$ cat config.mk
export PLATFORM = sky130hd
export DESIGN_NAME = axi_riscv_rsv_table
export DESIGN_NICKNAME = d
export VERILOG_FILES = /design/src/rtl/axi_riscv_rsv_table.sv
export SDC_FILE = /design/constraint.sdc
export NUM_CORES = 2
export LEC_CHECK = 0
export BUFFER_PORTS_ARGS = -buffer_cell sky130_fd_sc_hd__buf_2
export CAP_MARGIN = 5
export CORE_MARGIN = 3
export CORE_UTILIZATION = 51
export CTS_BUF_LIST = sky130_fd_sc_hd__clkbuf_8
export CTS_CLUSTER_DIAMETER = 30
export DETAILED_ROUTE_END_ITERATION = 12
export GPL_TIMING_DRIVEN = 0
export PLACE_DENSITY = 0.69
export SYNTH_ARGS = -nofsm -noshare
export SYNTH_HDL_FRONTEND = slang
export SYNTH_SLANG_ARGS = --single-unit
$ cat constraint.sdc
create_clock -name clk_i -period 10.8 [get_ports clk_i]
set_input_delay 1.08 -clock clk_i [delete_from_list [all_inputs] [get_ports clk_i]]
set_output_delay 1.08 -clock clk_i [all_outputs]
set_load 0.02 [all_outputs]
$ cat src/rtl/axi_riscv_rsv_table.sv
// Multi-entry LR/SC reservation table keyed by AXI ID, with write-snoop invalidation.
// Optional per-entry lifetime limit enabled by defining AXI_RSV_TIMEOUT_EN.
module axi_riscv_rsv_table #(
  parameter int unsigned AXI_ADDR_WIDTH = 64,
  parameter int unsigned AXI_ID_WIDTH   = 4,
  parameter logic [AXI_ADDR_WIDTH-1:0] ADDR_BEGIN = '0,
  parameter logic [AXI_ADDR_WIDTH-1:0] ADDR_END   = '0,
  parameter int unsigned NUM_RSV        = 4,
  parameter int unsigned GRAN_LOG2      = 3,
  parameter int unsigned RSV_TIMEOUT    = 1024
) (
  input  logic                          clk_i,
  input  logic                          rst_i,
  input  logic                          lr_valid_i,
  output logic                          lr_ready_o,
  input  logic [AXI_ID_WIDTH-1:0]       lr_id_i,
  input  logic [AXI_ADDR_WIDTH-1:0]     lr_addr_i,
  input  logic                          sc_valid_i,
  output logic                          sc_ready_o,
  input  logic [AXI_ID_WIDTH-1:0]       sc_id_i,
  input  logic [AXI_ADDR_WIDTH-1:0]     sc_addr_i,
  output logic                          sc_resp_valid_o,
  input  logic                          sc_resp_ready_i,
  output logic                          sc_resp_ok_o,
  output logic [AXI_ID_WIDTH-1:0]       sc_resp_id_o,
  input  logic                          wr_valid_i,
  input  logic [AXI_ADDR_WIDTH-1:0]     wr_addr_i,
  input  logic [7:0]                    wr_len_i,
  input  logic [2:0]                    wr_size_i,
  output logic [$clog2(NUM_RSV+1)-1:0]  occupancy_o
);

  localparam int unsigned GW = AXI_ADDR_WIDTH - GRAN_LOG2;
  localparam int unsigned VW = (NUM_RSV > 1) ? $clog2(NUM_RSV) : 1;
  localparam int unsigned OW = $clog2(NUM_RSV + 1);
  localparam logic [AXI_ADDR_WIDTH:0] ONE = 1;

  logic [NUM_RSV-1:0]      valid_q, valid_d;
  logic [AXI_ID_WIDTH-1:0] id_q   [NUM_RSV];
  logic [AXI_ID_WIDTH-1:0] id_d   [NUM_RSV];
  logic [GW-1:0]           gran_q [NUM_RSV];
  logic [GW-1:0]           gran_d [NUM_RSV];
  logic [VW-1:0]           victim_q, victim_d;

`ifdef AXI_RSV_TIMEOUT_EN
  localparam int unsigned AGW = $clog2(RSV_TIMEOUT + 1);
  logic [AGW-1:0]          age_q  [NUM_RSV];
  logic [AGW-1:0]          age_d  [NUM_RSV];
  logic [NUM_RSV-1:0]      expire;
`endif

  logic                    resp_valid_q, resp_ok_q, resp_ok_d;
  logic [AXI_ID_WIDTH-1:0] resp_id_q;

  logic                    sc_fire, lr_fire;
  logic                    sc_in_range, lr_in_range;
  logic [GW-1:0]           sc_gran, lr_gran, snoop_lo, snoop_hi;
  logic [AXI_ADDR_WIDTH:0] snoop_bytes, snoop_end_full;
  logic [AXI_ADDR_WIDTH-1:0] snoop_end;
  logic                    lr_hit, free_found;
  logic [VW-1:0]           lr_hit_idx, free_idx, tgt_idx;
  logic [OW-1:0]           occ;

  // Borrow-based compare avoids constant-compare issues when ADDR_BEGIN is zero.
  function automatic logic in_range(input logic [AXI_ADDR_WIDTH-1:0] addr);
    logic [AXI_ADDR_WIDTH:0] lo_diff, hi_diff;
    lo_diff = {1'b0, addr} - {1'b0, ADDR_BEGIN};
    hi_diff = {1'b0, ADDR_END} - {1'b0, addr};
    return !lo_diff[AXI_ADDR_WIDTH] && !hi_diff[AXI_ADDR_WIDTH];
  endfunction

  assign lr_ready_o = !rst_i && !sc_valid_i;
  assign sc_ready_o = !rst_i && (!resp_valid_q || sc_resp_ready_i);
  assign sc_fire    = sc_valid_i && sc_ready_o;
  assign lr_fire    = lr_valid_i && lr_ready_o;

  assign sc_in_range = in_range(sc_addr_i);
  assign lr_in_range = in_range(lr_addr_i);
  assign sc_gran     = sc_addr_i[AXI_ADDR_WIDTH-1:GRAN_LOG2];
  assign lr_gran     = lr_addr_i[AXI_ADDR_WIDTH-1:GRAN_LOG2];

  // Burst end computed one bit wider so an address-space wrap saturates.
  assign snoop_bytes    = ({{(AXI_ADDR_WIDTH-7){1'b0}}, wr_len_i} + ONE) << wr_size_i;
  assign snoop_end_full = {1'b0, wr_addr_i} + snoop_bytes - ONE;
  assign snoop_end      = snoop_end_full[AXI_ADDR_WIDTH] ? '1
                                                         : snoop_end_full[AXI_ADDR_WIDTH-1:0];
  assign snoop_lo       = wr_addr_i[AXI_ADDR_WIDTH-1:GRAN_LOG2];
  assign snoop_hi       = snoop_end[AXI_ADDR_WIDTH-1:GRAN_LOG2];

`ifdef AXI_RSV_TIMEOUT_EN
  // Expire in the cycle the age would step to RSV_TIMEOUT.
  always_comb begin
    expire = '0;
    for (int i = 0; i < int'(NUM_RSV); i++) begin
      expire[i] = valid_q[i] && (({1'b0, age_q[i]} + 1'b1) == (AGW+1)'(RSV_TIMEOUT));
    end
  end
`endif

  always_comb begin
    valid_d    = valid_q;
    id_d       = id_q;
    gran_d     = gran_q;
    victim_d   = victim_q;
    resp_ok_d  = 1'b0;
    lr_hit     = 1'b0;
    lr_hit_idx = '0;
    free_found = 1'b0;
    free_idx   = '0;
    tgt_idx    = '0;
`ifdef AXI_RSV_TIMEOUT_EN
    for (int i = 0; i < int'(NUM_RSV); i++) begin
      age_d[i] = valid_q[i] ? age_q[i] + 1'b1 : '0;
      if (expire[i]) valid_d[i] = 1'b0;
    end
`endif
    for (int i = 0; i < int'(NUM_RSV); i++) begin
      if (wr_valid_i && gran_q[i] >= snoop_lo && gran_q[i] <= snoop_hi) valid_d[i] = 1'b0;
    end

    if (sc_fire) begin
      for (int i = 0; i < int'(NUM_RSV); i++) begin
        if (valid_q[i] && id_q[i] == sc_id_i) begin
          if (valid_d[i] && gran_q[i] == sc_gran && sc_in_range) resp_ok_d = 1'b1;
          valid_d[i] = 1'b0;
        end
      end
    end

    if (lr_fire && lr_in_range) begin
      for (int i = 0; i < int'(NUM_RSV); i++) begin
        if (valid_q[i] && id_q[i] == lr_id_i) begin
          lr_hit     = 1'b1;
          lr_hit_idx = VW'(i);
        end
      end
      for (int i = int'(NUM_RSV) - 1; i >= 0; i--) begin
        if (!valid_d[i]) begin
          free_found = 1'b1;
          free_idx   = VW'(i);
        end
      end
      if (lr_hit) begin
        tgt_idx = lr_hit_idx;
      end else if (free_found) begin
        tgt_idx = free_idx;
      end else begin
        tgt_idx  = victim_q;
        victim_d = (victim_q == VW'(NUM_RSV - 1)) ? '0 : victim_q + 1'b1;
      end
      valid_d[tgt_idx] = 1'b1;
      id_d[tgt_idx]    = lr_id_i;
      gran_d[tgt_idx]  = lr_gran;
`ifdef AXI_RSV_TIMEOUT_EN
      age_d[tgt_idx]   = '0;
`endif
    end
  end

  always_comb begin
    occ = '0;
    for (int i = 0; i < int'(NUM_RSV); i++) occ = occ + OW'(valid_q[i]);
  end

  always_ff @(posedge clk_i) begin
    if (rst_i) begin
      valid_q      <= '0;
      victim_q     <= '0;
      resp_valid_q <= 1'b0;
      resp_ok_q    <= 1'b0;
      resp_id_q    <= '0;
      for (int i = 0; i < int'(NUM_RSV); i++) begin
        id_q[i]   <= '0;
        gran_q[i] <= '0;
`ifdef AXI_RSV_TIMEOUT_EN
        age_q[i]  <= '0;
`endif
      end
    end else begin
      valid_q  <= valid_d;
      victim_q <= victim_d;
      for (int i = 0; i < int'(NUM_RSV); i++) begin
        id_q[i]   <= id_d[i];
        gran_q[i] <= gran_d[i];
`ifdef AXI_RSV_TIMEOUT_EN
        age_q[i]  <= age_d[i];
`endif
      end
      if (sc_fire) begin
        resp_valid_q <= 1'b1;
        resp_ok_q    <= resp_ok_d;
        resp_id_q    <= sc_id_i;
      end else if (sc_resp_ready_i) begin
        resp_valid_q <= 1'b0;
      end
    end
  end

  assign sc_resp_valid_o = resp_valid_q;
  assign sc_resp_ok_o    = resp_ok_q;
  assign sc_resp_id_o    = resp_id_q;
  assign occupancy_o     = occ;

endmodule
==> flow_metrics.tcl <==
set metrics [dict create \
    pwr-share-comb_pct 25.9 \
    coreArea_mm2 0.0508 \
    synth_nets 3946 \
    crit_path_end_kind "flop" \
    clkTransAtPathRegs_ns 0.05 \
    chipHeight_um 234 \
    initial_core_util_pct 52.2 \
    power_density_mw_per_mm2 116 \
    grt_antenna_before_repair 13 \
    clk_latency_ns 0.69 \
    finalSetupViolCount 0 \
    synth_ff_type "dfxtp_1" \
    hold_slack_ns 0.458 \
    grt.total_usage_pct 40.9 \
    totalWireLength_mm 115 \
    syn_inst 3163 \
    async_reset_ff_share_pct 0 \
    grt-ovfl-total 0 \
    p_leak_nw 14.9 \
    vias 26500 \
    p_sw_mw 1.23 \
    final_area_mm2 0.0302 \
    rsz0062_at_grt "no" \
    seq_power_share_pct 28.8 \
    worst-path-max-fanout 10 \
    vdd_drop_max_mv 0.0917 \
    cts_made_buffers 79 \
    swShare_pct 34.9 \
    grt_max_degree 12 \
    final-seq-area_mm2 0.00545 \
    tightest_slew_ns 1.33 \
    firstDrtPassIters 6 \
    yosys_warnings 0 \
    drc_errors 0 \
    max_stage_delay_ns 0.62 \
    syn_avg_cell_area_um2 8.38 \
    num_io_pins 228 \
    cp.buffers_inverters 3 \
    die_w_um 234 \
    slew_headroom_pct 10.5 \
    crit_top_cell "a21oi_1" \
    grt_pass1_wl_mm 164 \
    clock_path_buffers 3 \
    nNetsFinal 4190 \
    drive_gt1_share_pct 11.3 \
    avgViaCountPerCell 6.38 \
    root_buffer "clkbuf_8" \
    ys_types 84 \
    die_area_mm2 0.0547 \
    synth_edf_count 0 \
    min_period_ns 10.41 \
    rows 82 \
    hold_violations 0 \
    final_util_pct 59.4 \
    multi_input_area_mm2 0.0199 \
    cp.arrival_ns 10.97 \
    yosysSeqAreaShare_pct 20.6 \
    hold_path_class "reg2reg" \
    area_growth_syn_to_layout_pct 13.9 \
    syn_area_mm2 0.0265 \
    worstPathRequired_ns 11.35 \
    intPower_mw 2.28 \
    drt-initial-drc-count 2459 \
    ys_ff_latch 272 \
    fillerInstances 4702 \
    cts.sinks 272 \
    grt_pass1_vias 25700 \
    status "completed" \
    cts.htree.levels 3 \
    gp_congestion 1.08 \
    critical_path_class "in2reg" \
    place.port_buffers 159 \
    fin_setup_tns_ns 0 \
    timing.final.crit_share_pct 96.4 \
    max_freq_ghz 0.0960 \
    critPathLaunchType "input pin" \
    wl_per_cell_um 27.7 \
    skew_ns 0.0346 \
    slowest_stage "or4_4" \
    dp_hpwl_mm 95.5 \
    cts_tree "built" \
    dpl_cell_area_mm2 0.0281 \
    critical-path-top-delay-family "compound AO/OA/AOI/OAI gates" \
    p_clk_share_pct 45.3 \
    maxSlewViolCount 0 \
    holdBufCountCts 0 \
    ant_nets 0 \
    max_cap_viol_count 0 \
]
through the flow:
stage / setup slack, ns / power [mW] / cells
2_1_floorplan: 1.56 / 1.59 / 3163
3_3_place_gp: -2.65 / 1.87 / 3994
3_5_place_dp: -2.44 / 1.90 / 3995
4_1_cts: 0.00401 / 3.48 / 4145
5_1_grt: 0.0409 / 3.64 / 4144
6_report: 0.387 / 3.51 / 4150
worst register-to-register path, cell delays in order (launching register included):
cell,delay (ns)
dfxtp_1,0.42
ha_1,0.32
nand4_1,0.19
nor4_1,0.60
and3_1,0.53
o21ai_0,0.17
a31oi_1,0.43
or4_1,0.31
a21oi_1,0.26
a221oi_2,0.45
o311ai_1,0.19
a2bb2oi_2,0.25
clkbuf_4,0.29
a31oi_4,0.12
buf_12,0.18
clkbuf_2,0.22
and2_1,0.20
repair_timing:
item | 4_1_cts | 5_1_grt
setup buffers | 5 | 1
pin swaps | 5 | 3
gates resized for setup | 31 | 29
setup endpoints to repair | 267 | 266
logic make-up (layout without fill, tap and decap cells):
logic type / count (synthesis) / after routing / synth area share, %
AOI/OAI and AO/OA: 634 / 634 / 15.8
xor gates and xnor gates: 295 / 295 / 9.78
adders and majority gates: 566 / 566 / 26.8
buffers and inverters: 330 / 639 / 4.91
DFF: 272 / 272 / 20.6
muxes: 26 / 26 / 0.992
other: 0 / 6 / 0
and+or+nand+nor: 1040 / 1040 / 21.2
synthesized netlist by cell type, drive strengths merged (4+ instances only):
cell type    n  area share, %
buf         15           0.45
a31oi       15           0.41
nand3       54            1.0
mux2i       24           0.91
and3        16           0.38
or4         11           0.33
xnor2      111            3.7
clkbuf      97            1.4
or2          8           0.19
nor2b       30           0.71
a221oi      12           0.40
a22oi        5           0.14
nand3b       4           0.11
o211ai      25           0.71
a211oi      34           0.96
o31ai        7           0.20
a31o         9           0.30
a21oi      174            3.3
o21bai      12           0.34
nor4       112            2.7
or3         16           0.38
a21o        87            2.5
nor3        62            1.2
dfxtp      272             21
o2111ai      7           0.23
and4        15           0.50
inv        218            3.1
o21a        33           0.94
and2       190            4.5
ha         565             27
o22ai       17           0.40
nand4      152            3.6
xor2       184            6.1
o21ba        8           0.30
a22o         7           0.23
nand2b      11           0.26
nor2       215            3.0
o41ai        4           0.16
a211o       12           0.40
o221ai       4           0.13
a2111oi     11           0.36
o21ai      120            2.3
nand2      135            1.9
a221o        6           0.23
flip-flops by register name (all words and copies together) (netlist names):
register	cells
gran_q	244
sc_resp_id_o	4
sc_resp_valid_o	1
sc_resp_ok_o	1
id_q	16
victim_q	2
valid_q	4
cells in the final DEF (no fill, tap or decap), types with 108 or more instances in the layout:
| cell | n |
|---|---|
| ha_1 | 564 |
| xnor2_1 | 110 |
| buf_2 | 161 |
| nand2_1 | 135 |
| and2_1 | 189 |
| a21oi_1 | 171 |
| nand4_1 | 151 |
| o21ai_0 | 117 |
| inv_1 | 224 |
| dfxtp_1 | 272 |
| nor2_1 | 211 |
| nor4_1 | 108 |
| xor2_1 | 184 |
path summary, 6_finish.rpt:
| kind | slack (ns) | startpoint | to | depth (start not counted) |
|---|---|---|---|---|
| hold / removal | 0.46 | sc_resp_id_o[1]$_SDFFE_PP0P_ | sc_resp_id_o[1]$_SDFFE_PP0P_ | 2 |
| hold reg to reg | 0.46 | sc_resp_id_o[1]$_SDFFE_PP0P_ | sc_resp_id_o[1]$_SDFFE_PP0P_ | 2 |
| setup reg to reg | 5.56 | gran_q[21]$_SDFFE_PP0P_ | gran_q[154]$_SDFFE_PP0P_ | 16 |
| setup / recovery | 0.39 | wr_len_i[0] | gran_q[81]$_SDFFE_PP0P_ | 40 |
power by group through the flow:
stage	sequential [mW]	combinational, mW	clock, mW
after global placement	1.03	0.842	0
after floorplan	1.03	0.562	0
after CTS	1.01	0.880	1.59
after detailed placement	1.03	0.867	0
final	1.01	0.908	1.59
after global routing	1.01	0.984	1.65
final cells by class:
| cell class | instances | share of cell area [%] |
|---|---|---|
| diodes | 6 | 0.0498 |
| plain buffers | 109 | 1.66 |
| clock buffers | 97 | 4.42 |
| clock inverters | 49 | 1.46 |
| inverters | 218 | 2.71 |
| multi-input cells | 2561 | 66.0 |
| flip-flops and latches | 272 | 18.0 |
| well taps | 672 | 2.79 |
| repair buffers | 166 | 2.89 |
per-layer routing:
layer	global-route usage, %	wire length [µm]
met5	0	74
met4	27.2	8870
met3	9.09	10800
met2	62.5	48900
met1	51.6	46400
(Power assumes the default switching activity.)
